### config.mk
export PLATFORM = sky130hd
export DESIGN_NAME = fetch_unit
export DESIGN_NICKNAME = d
export VERILOG_FILES = /design/src/rtl/cpu_pkg.sv /design/src/rtl/pc_next_calc.sv /design/src/rtl/fetch_unit.sv
export SDC_FILE = /design/constraint.sdc
export NUM_CORES = 1
export LEC_CHECK = 0
export ABC_AREA = 1
export ABC_CLOCK_PERIOD_IN_PS = 3250
export CELL_PAD_IN_SITES_DETAIL_PLACEMENT = 0
export CELL_PAD_IN_SITES_GLOBAL_PLACEMENT = 1
export CORE_ASPECT_RATIO = 0.8
export CORE_MARGIN = 1
export CORE_UTILIZATION = 32
export CTS_BUF_LIST = sky130_fd_sc_hd__clkbuf_2 sky130_fd_sc_hd__clkbuf_4 sky130_fd_sc_hd__clkbuf_8
export CTS_CLUSTER_SIZE = 24
export DETAILED_ROUTE_END_ITERATION = 10
export PLACE_DENSITY_LB_ADDON = 0.1
export SYNTH_ARGS = -nofsm -noshare
export SYNTH_HDL_FRONTEND = slang
export SYNTH_HIERARCHICAL = 1
export SYNTH_SLANG_ARGS = --single-unit
### constraint.sdc
create_clock -name clk -period 3.25 [get_ports clk]
set_input_delay 0.4875 -clock clk [delete_from_list [all_inputs] [get_ports clk]]
set_output_delay 0.4875 -clock clk [all_outputs]
set_load 0.01 [all_outputs]
### src/rtl/cpu_pkg.sv
// Shared fetch-stage definitions: widths, FSM state encoding and the next-PC helper.
package cpu_pkg;

    localparam int PC_W   = 16;
    localparam int INST_W = 16;
    localparam int OFFS_W = 10;

    typedef enum logic [1:0] {
        ST_START = 2'd0,
        ST_FETCH = 2'd1,
        ST_HOLD  = 2'd2,
        ST_FAULT = 2'd3
    } fetch_state_t;

    // Branch offset is in words, so it is sign-extended and shifted left by one.
    function automatic logic [PC_W-1:0] pc_next(
        input logic [PC_W-1:0]   cur_pc,
        input logic              branch_en,
        input logic              en_pc_2,
        input logic [OFFS_W-1:0] offset
    );
        logic [PC_W-1:0] delta;
        if (branch_en)
            delta = {{(PC_W-OFFS_W-1){offset[OFFS_W-1]}}, offset, 1'b0};
        else if (en_pc_2)
            delta = PC_W'(2);
        else
            delta = '0;
        return cur_pc + delta;
    endfunction

endpackage

### src/rtl/pc_next_calc.sv
// Combinational next-PC adder/mux shared by direct and pending PC updates.
module pc_next_calc
    import cpu_pkg::*;
(
    input  logic [PC_W-1:0]   cur_pc,
    input  logic              branch_en,
    input  logic              en_pc_2,
    input  logic [OFFS_W-1:0] offset,
    output logic [PC_W-1:0]   next_pc
);

    assign next_pc = pc_next(cur_pc, branch_en, en_pc_2, offset);

endmodule

### src/rtl/fetch_unit.sv
// Instruction-fetch stage: PC register, imem req/ack fetch FSM and a one-deep pending PC-update slot.
// Optional fetch timeout enabled by defining FETCH_TIMEOUT_EN.
module fetch_unit
    import cpu_pkg::*;
#(
    parameter logic [PC_W-1:0] RESET_PC = 16'h0000
`ifdef FETCH_TIMEOUT_EN
    , parameter int TIMEOUT_CYCLES = 16
`endif
) (
    input  logic              clk,
    input  logic              rst,
    input  logic              pc_inc,
    input  logic              en_pc_2,
    input  logic              branch_en,
    input  logic [OFFS_W-1:0] pc_offset,
    output logic              imem_req,
    output logic [PC_W-1:0]   imem_addr,
    input  logic              imem_ack,
    input  logic [INST_W-1:0] imem_rdata,
    output logic [INST_W-1:0] instruction,
    output logic              inst_valid,
    output logic [PC_W-1:0]   pc,
    output logic              pend_drop,
    output logic              fault
);

    fetch_state_t state, state_nxt;

    logic              pend_valid;
    logic              pend_branch;
    logic              pend_pc_2;
    logic [OFFS_W-1:0] pend_offset;

    logic load_pc, use_pend, capture, clear_pend, drop, take_inst;
    logic              calc_branch, calc_pc_2;
    logic [OFFS_W-1:0] calc_offset;
    logic [PC_W-1:0]   next_pc;

`ifdef FETCH_TIMEOUT_EN
    localparam logic [15:0] TIMEOUT_LAST = 16'(TIMEOUT_CYCLES - 1);
    logic [15:0] wait_cnt;
    logic        timed_out;

    // Counter sits at zero outside FETCH, so it is cleared on every FETCH entry.
    always_ff @(posedge clk) begin
        if (rst || state != ST_FETCH)
            wait_cnt <= '0;
        else if (!imem_ack)
            wait_cnt <= wait_cnt + 16'd1;
    end

    assign timed_out = (wait_cnt == TIMEOUT_LAST);
    assign fault     = (state == ST_FAULT);
`else
    assign fault = 1'b0;
`endif

    // NOTE: every signal gets a default before the case so no path infers a latch.
    always_comb begin
        state_nxt  = state;
        load_pc    = 1'b0;
        use_pend   = 1'b0;
        capture    = 1'b0;
        clear_pend = 1'b0;
        drop       = 1'b0;
        take_inst  = 1'b0;
        case (state)
            ST_START: begin
                state_nxt = ST_FETCH;
                if (pc_inc) begin
                    drop    = pend_valid;
                    capture = !pend_valid;
                end
            end
            ST_FETCH: begin
                if (pc_inc) begin
                    drop    = pend_valid;
                    capture = !pend_valid;
                end
                if (imem_ack) begin
                    take_inst = 1'b1;
                    state_nxt = ST_HOLD;
                end
`ifdef FETCH_TIMEOUT_EN
                else if (timed_out) begin
                    clear_pend = 1'b1;
                    state_nxt  = ST_FAULT;
                end
`endif
            end
            ST_HOLD: begin
                if (pend_valid) begin
                    use_pend   = 1'b1;
                    load_pc    = 1'b1;
                    clear_pend = 1'b1;
                    drop       = pc_inc;
                    state_nxt  = ST_FETCH;
                end else if (pc_inc) begin
                    load_pc   = 1'b1;
                    state_nxt = ST_FETCH;
                end
            end
            default: state_nxt = state;
        endcase
    end

    assign calc_branch = use_pend ? pend_branch : branch_en;
    assign calc_pc_2   = use_pend ? pend_pc_2   : en_pc_2;
    assign calc_offset = use_pend ? pend_offset : pc_offset;

    pc_next_calc u_pc_next_calc (
        .cur_pc    (pc),
        .branch_en (calc_branch),
        .en_pc_2   (calc_pc_2),
        .offset    (calc_offset),
        .next_pc   (next_pc)
    );

    // NOTE: sequential state uses non-blocking assignments only, so all registers update together.
    always_ff @(posedge clk) begin
        if (rst)
            state <= ST_START;
        else
            state <= state_nxt;
    end

    always_ff @(posedge clk) begin
        if (rst) begin
            pc          <= {RESET_PC[PC_W-1:1], 1'b0};
            instruction <= '0;
            pend_valid  <= 1'b0;
            pend_branch <= 1'b0;
            pend_pc_2   <= 1'b0;
            pend_offset <= '0;
            pend_drop   <= 1'b0;
        end else begin
            if (load_pc)
                pc <= next_pc;
            if (take_inst)
                instruction <= imem_rdata;
            if (clear_pend) begin
                pend_valid <= 1'b0;
            end else if (capture) begin
                pend_valid  <= 1'b1;
                pend_branch <= branch_en;
                pend_pc_2   <= en_pc_2;
                pend_offset <= pc_offset;
            end
            if (drop)
                pend_drop <= 1'b1;
        end
    end

    assign imem_req   = (state == ST_FETCH);
    assign imem_addr  = pc;
    assign inst_valid = (state == ST_HOLD);

endmodule

==> tab_implementation.tex <==
\begin{tabular}{lr}
\hline
Metric & Value \\
\hline
\multicolumn{2}{l}{\textbf{Worst hold path}} \\
Worst hold path endpoint & pend\_drop \\
Launch point of the worst hold path & pend\_drop \\
Number of cells traversed by the worst hold path & 2 \\
HP Class & register to register \\
\multicolumn{2}{l}{\textbf{CTS}} \\
TritonCTS clock tree & yes \\
H-tree depth & 2 \\
Root Driver & clkbuf\_8 \\
Clock net sink count & 48 \\
Clock tree buffer depth & 2 \\
Quantity of hold-fixing buffers added after cts & 0 \\
Clk\_lat worst skew & 0.32 ns \\
Clock-pin slew of the registers on the worst-case setup and hold paths & 0.10 ns \\
Number of buffers created by CTS & 5 \\
\multicolumn{2}{l}{\textbf{GRT}} \\
Antenna violations before repair & 0 \\
GRT Resource Usage Total & 0.166 \\
GRT Residual Overflow & 0 \\
Via count of the first global-routing pass & 2932 \\
Pin count of the biggest net entering global routing & 47 \\
Wire length of the first global-routing pass & 13800 um \\
\multicolumn{2}{l}{\textbf{Die}} \\
Number of placement rows & 32 \\
Die Span X & 116 um \\
Initial cell density of the core & 0.336 \\
Boundary pin count & 84 \\
Y dimension of the die & 92.9 um \\
Area of the die & 10800 um\^{}2 \\
Placeable Area & 9850 um\^{}2 \\
\multicolumn{2}{l}{\textbf{Setup path}} \\
Reg-to-reg startpoint & state[1] \\
Register-to-register setup slack & 0.33 ns \\
Startpoint types & register \\
Crit-path max FO & 12 \\
Critical path arrival & 3.18 ns \\
Required time worst endpoint & 3.51 ns \\
Type of the setup path with the least slack & register to register \\
Endpoint of the lowest-slack register-to-register path & imem\_addr[11] \\
Cells on worst reg2reg path & 19 \\
Kind of end point of the critical path & register \\
\multicolumn{2}{l}{\textbf{Power and ir drop}} \\
Maximum vdd drop & 0.193 mV \\
Total leakage power & 0.00205 uW \\
PwrDens & 362 nW/um\^{}2 \\
\multicolumn{2}{l}{\textbf{Route}} \\
DR pass1 iterations & 4 \\
Drt first-iter violations & 87 \\
Total via count in the routed design & 3141 \\
Final wirelength & 8420 um \\
DR vias/cell & 4.38 \\
Routed wire length per instance & 11.7 um \\
Remaining routing DRC violations & 0 \\
Count of nets left with antenna violations after detail routing & 0 \\
\multicolumn{2}{l}{\textbf{Yosys}} \\
Main flop type after synthesis & dfxtp\_1 \\
Cell type contributing the most total cell area after synthesis & dfxtp\_1 \\
Number of flops mapped to enable cells by yosys & 0 \\
Nets in the synthesized netlist & 563 \\
Most numerous cell in the Yosys netlist & nand2\_1 \\
Per-instance average area after synthesis & 6.35 um\^{}2 \\
Unique cell type count in the Yosys netlist & 34 \\
Fraction of synthesized cell area taken by the top area cell type & 0.290 \\
Syn Std Cell Area & 3310 um\^{}2 \\
Synth warn & 6 \\
Ys async rst share & 0 \\
Synthesis-stage register bit count & 48 \\
Sequential share of the synthesized area & 0.290 \\
Commonest cells post-synth & nand2\_1 (143), nor2\_1 (103), inv\_1 (58) \\
Largest cells by area after synthesis & dfxtp\_1 (29\%), nand2\_1 (16\%), nor2\_1 (12\%) \\
Syn Inst Count & 521 \\
\multicolumn{2}{l}{\textbf{Finish}} \\
Area used by sequential logic in the layout & 961 um\^{}2 \\
Post-Route Utilization & 0.429 \\
Filler cell count & 1088 \\
Synth-to-Final Area Change & 27.7\% \\
Final instance area & 4230 um\^{}2 \\
Area of the multi-input gates & 1860 um\^{}2 \\
Final antenna diode count & 0 \\
Final cell count without fillers & 717 \\
Final \#Nets & 622 \\
Layout cells sized above 1 & 0.0947 \\
\multicolumn{2}{l}{\textbf{Job}} \\
Number of max-capacitance violations reported & 0 \\
\multicolumn{2}{l}{\textbf{Placement}} \\
Cell total after placement & 707 \\
Port Buf Inserts & 82 \\
Placement-stage worst setup slack & 0.102 ns \\
Gpl congestion & 0.767 \\
Post-detailed-placement cell area & 4090 um\^{}2 \\
Placed wire-length estimate after detailed placement & 6120 um \\
\multicolumn{2}{l}{\textbf{STA}} \\
Final setup margin & 0.329 ns \\
Max-slew violation count & 0 \\
Worst Tran Pin Value & 0.886 ns \\
Shortest period the worst path allows & 2.92 ns \\
Worst-case clock skew & 0.00647 ns \\
Setup TNS after final layout & 0 ns \\
Number of hold violations in the final report & 0 \\
Upper clock frequency limit & 342 MHz \\
Max-Slew Margin vs Limit & 0.410 \\
Unrepaired setup endpoints after global routing & false \\
Final cycle utilization of the critical path & 0.899 \\
Final-report setup violation count & 0 \\
\multicolumn{2}{l}{\textbf{Outcome}} \\
Result of the run & completed \\
\hline
\end{tabular}
[cell usage in the layout, fill, tap and decap left out, drive strengths merged]
master	instances
a21o	1
a21boi	1
inv	61
a21oi	9
nand2	161
nand3b	12
fa	1
xor2	9
ha	9
dfxtp	48
nand3	48
and2	1
clkbuf	5
clkinv	2
clkdlybuf4s50	82
buf	9
o21bai	1
o21ai	3
conb	1
mux2	1
bufinv	1
xnor2	1
nor2	111
nand4	2
nor3	1
[metal layers]
| layer | up-vias | GRT usage | routed length, um |
|---|---|---|---|
| met5 | - | 0 | 0 |
| met4 | 0 | 0.0459 | 89 |
| met3 | 7 | 0.0432 | 479 |
| met2 | 62 | 0.253 | 3560 |
| met1 | 1393 | 0.228 | 4300 |
| li1 | 1679 | - | - |
[worst max-delay path by stage]
| stage | startpoint | end | slack, ns | cells past startpoint |
|---|---|---|---|---|
| global route | pend_valid | imem_addr[11] | 0.09 | 17 |
| detailed placement | branch_en | imem_addr[11] | 0.10 | 16 |
| finish | state[1] | imem_addr[11] | 0.33 | 19 |
| global placement | branch_en | imem_addr[11] | 0.15 | 16 |
| CTS | state[0] | imem_addr[11] | 0.12 | 18 |
| floorplan | state[1] | imem_addr[11] | 0.24 | 20 |
[what timing repair did]
action	4_1_cts	5_1_grt
setup endpoints to repair	0	3
resized for setup	0	1
setup buffers	0	2
endpoints found under the hold margin	0	0
[cell families (layout without fill, tap and decap cells)]
kind of cell               count (synthesis)  after routing  synth area share
DFF                                       48             48             0.290
AOI/OAI and AO/OA                         15             15            0.0272
and+or+nand+nor                          336            336             0.463
other                                      1              1           0.00113
buffers and inverters                    100            160             0.149
adders and majority gates                 10             10            0.0401
xor gates and xnor gates                  10             10            0.0265
muxes                                      1              1           0.00340
[state kept, by name, indices dropped and copies added (netlist names)]
register     count
imem_addr       16
instruction     16
pend_branch      1
pend_drop        1
pend_offset     10
pend_pc_2        1
pend_valid       1
state            2
[worst max-delay path, stage by stage, from the launching register on]
cell and delay (ns):
dfxtp_1 0.36, inv_2 0.07, nor2_4 0.14, nand2_1 0.08, buf_4 0.19, nand2_1 0.06
nand2_1 0.04, mux2_2 0.27, ha_1 0.21, fa_1 0.41, nand3_1 0.10, nand2_1 0.11
nand2_1 0.08, nand2_1 0.11, a21oi_2 0.17, xor2_1 0.17, inv_1 0.06, nand3_1 0.07
nand2_1 0.06, nor2_1 0.10
[power breakdown]
group / total (uW) / switching (uW) / leakage (uW) / internal (uW)
Combinational: 402 / 218 / 0.00159 / 184
Sequential: 665 / 34.0 / 0.000394 / 631
Clock: 465 / 232 / 0.0000583 / 232
Total: 1530 / 484 / 0.00205 / 1050
[cell type report]
class / count / area share
multi-input cells: 373 / 0.440
flip-flops and latches: 48 / 0.227
repair buffers: 91 / 0.210
inverters: 61 / 0.0542
well taps: 136 / 0.0403
clock buffers: 5 / 0.0163
clock inverters: 3 / 0.0113
[through the flow]
| stage | total power, uW | hold WS (ns) |
|---|---|---|
| finish | 1530 | 0.461 |
| global route | 1640 | 0.500 |
| CTS | 1560 | 0.466 |
| detailed placement | 1080 | 0.444 |
| global placement | 1080 | 0.440 |
| floorplan | 934 | 0.441 |
Power figures use the tool's default switching activity.
==> patch (same settings) <==
The 4 states of `fetch_state_t` get a Gray code encoding in 2 bits.
--- a/src/rtl/cpu_pkg.sv
+++ b/src/rtl/cpu_pkg.sv
@@ -8,6 +8,6 @@
     typedef enum logic [1:0] {
-        ST_START = 2'd0,
-        ST_FETCH = 2'd1,
-        ST_HOLD  = 2'd2,
-        ST_FAULT = 2'd3
+        ST_START = 2'b00,
+        ST_FETCH = 2'b01,
+        ST_HOLD  = 2'b11,
+        ST_FAULT = 2'b10
     } fetch_state_t;
Check against the original RTL: same outputs for any inputs over 4 cycles, from zero or initial values and one cycle with rst high; so few cycles prove little.
==> patch against the original RTL <==
Synthesized area is 0.79% lower. Non-clock buffer count down 3. Routed wire length is 4.8% lower. Cell area fell by 2.5%. Worst setup slack improved by 30 ps. Power fell by 1.5%. Sequential cell count did not move. Critical path type unchanged. Largest cell class unchanged.
==> patch: results (changes against the original RTL) <==
| Metric | Value |
|---|---|
| Post-layout net count | `586 (was 622)` |
| Critical-path maximum fanout | `10 (was 12)` |
| Synth area leaders | `dfxtp_1 (29%), nand2_1 (15%), nor2_1 (10%) (was dfxtp_1 (29%), nand2_1 (16%), nor2_1 (12%))` |
| Global Route Usage Sum | `16.5% (was 16.6%)` |
| DP HPWL | `5860 um (was 6120 um)` |
| Leak | `0.00196 uW (was 0.00205 uW)` |
| Peak VDD IR | `0.152 mV (was 0.193 mV)` |
| Met2 usage in global routing | `25.7% (was 25.3%)` |
| Max Freq | `0.346 GHz (was 0.342 GHz)` |
| First-pass GRT wire length | `13900 um (was 13800 um)` |
| End of the worst register-to-register path | `imem_addr[15]$_SDFFE_PP0P_ (was imem_addr[11]$_SDFFE_PP0P_)` |
| M3 GR Usage | `4.12% (was 4.32%)` |
| Clock latency on the worst-skew pair | `300 ps (was 320 ps)` |
| Dpl cells | `673 (was 707)` |
| Initial drt markers | `115 (was 87)` |
| Worst EP arrival | `3110 ps (was 3180 ps)` |
| Xor/xnor share of the synthesized area | `2.67% (was 2.65%)` |
| Fillers | `1051 (was 1088)` |
| Register-to-register setup slack | `360 ps (was 330 ps)` |
| RePlAce Congestion | `0.784 (was 0.767)` |
| GR met1 Demand/Resource | `22.9% (was 22.8%)` |
| Post-Synthesis Mean Instance Area | `6.74 um^2 (was 6.35 um^2)` |
| Post-synthesis cell type count | `36 (was 34)` |
| Cell Area, Placed | `4000 um^2 (was 4090 um^2)` |
| Routed via count | `2992 (was 3141)` |
| Outcome | `finished, final reports clean (unchanged)` |
| Net Count, Synth | `529 (was 563)` |
| DR vias/cell | `4.39 (was 4.38)` |
| Seq/Total Area, Yosys | `29.3% (was 29.0%)` |
| Worst r2r path cells | `20 (was 19)` |
| Mux contribution to synthesized area | `0.343% (was 0.340%)` |
| P_comb | `374 uW (was 402 uW)` |
| Vias in the first global route | `2927 (was 2932)` |
| WHS | `462 ps (was 461 ps)` |
| Dpl ws | `142 ps (was 102 ps)` |
| Clk_skew | `4.55 ps (was 6.47 ps)` |
| Rel. slew slack | `60.4% (was 41.0%)` |
| Largest net degree at the start of global routing | `34 (was 47)` |
| Compound-Gate Fraction of Synth Area | `4.42% (was 2.72%)` |
| Share of cells above drive strength 1 | `12.1% (was 9.47%)` |
-- patch: cell type report --
cell class | instances | area, um^2 | share of cell area (%)
clock buffers | 6 | 82.6 | 2.00
clock inverters | 2 | 38.8 | 0.941
inverters | 45 | 175 | 4.25
multi-input cells | 356 | 1830 | 44.4
flip-flops and latches | 48 | 961 | 23.3
well taps | 136 | 170 | 4.13
repair buffers | 88 | 866 | 21.0
-- patch: logic make-up after synthesis --
| logic type | after synthesis |
|---|---|
| other | 1 |
| XOR/XNOR | 10 |
| flip-flops | 48 |
| buffers and inverters | 83 |
| AO/OA/AOI/OAI | 26 |
| adder cells (fa/ha/maj) | 10 |
| multiplexers | 1 |
| AND/OR/NAND/NOR | 308 |
-- patch: worst reg2reg max path: cells and delay by family, from the launching register on --
family | cells | cell delay [ps]
and+or+nand+nor | 15 | 1200
adders and majority gates | 2 | 620
DFF | 1 | 420
buffers and inverters | 2 | 280
muxes | 1 | 260
-- patch: per-layer routing --
metal	wire length [um]	up-vias
met1	4080	1326
li1	-	1590
met4	38	0
met5	0	-
met2	3430	74
met3	467	2
-- patch: worst max-delay path by stage --
stage / start / depth (start not counted) / endpoint
CTS: state[1]$_SDFFE_PP0P_ / 20 / imem_addr[15]$_SDFFE_PP0P_
global route: state[1]$_SDFFE_PP0P_ / 20 / imem_addr[15]$_SDFFE_PP0P_
finish: state[1]$_SDFFE_PP0P_ / 20 / imem_addr[15]$_SDFFE_PP0P_
floorplan: state[1]$_SDFFE_PP0P_ / 21 / imem_addr[15]$_SDFFE_PP0P_
detailed placement: branch_en / 17 / imem_addr[15]$_SDFFE_PP0P_
global placement: branch_en / 17 / imem_addr[15]$_SDFFE_PP0P_
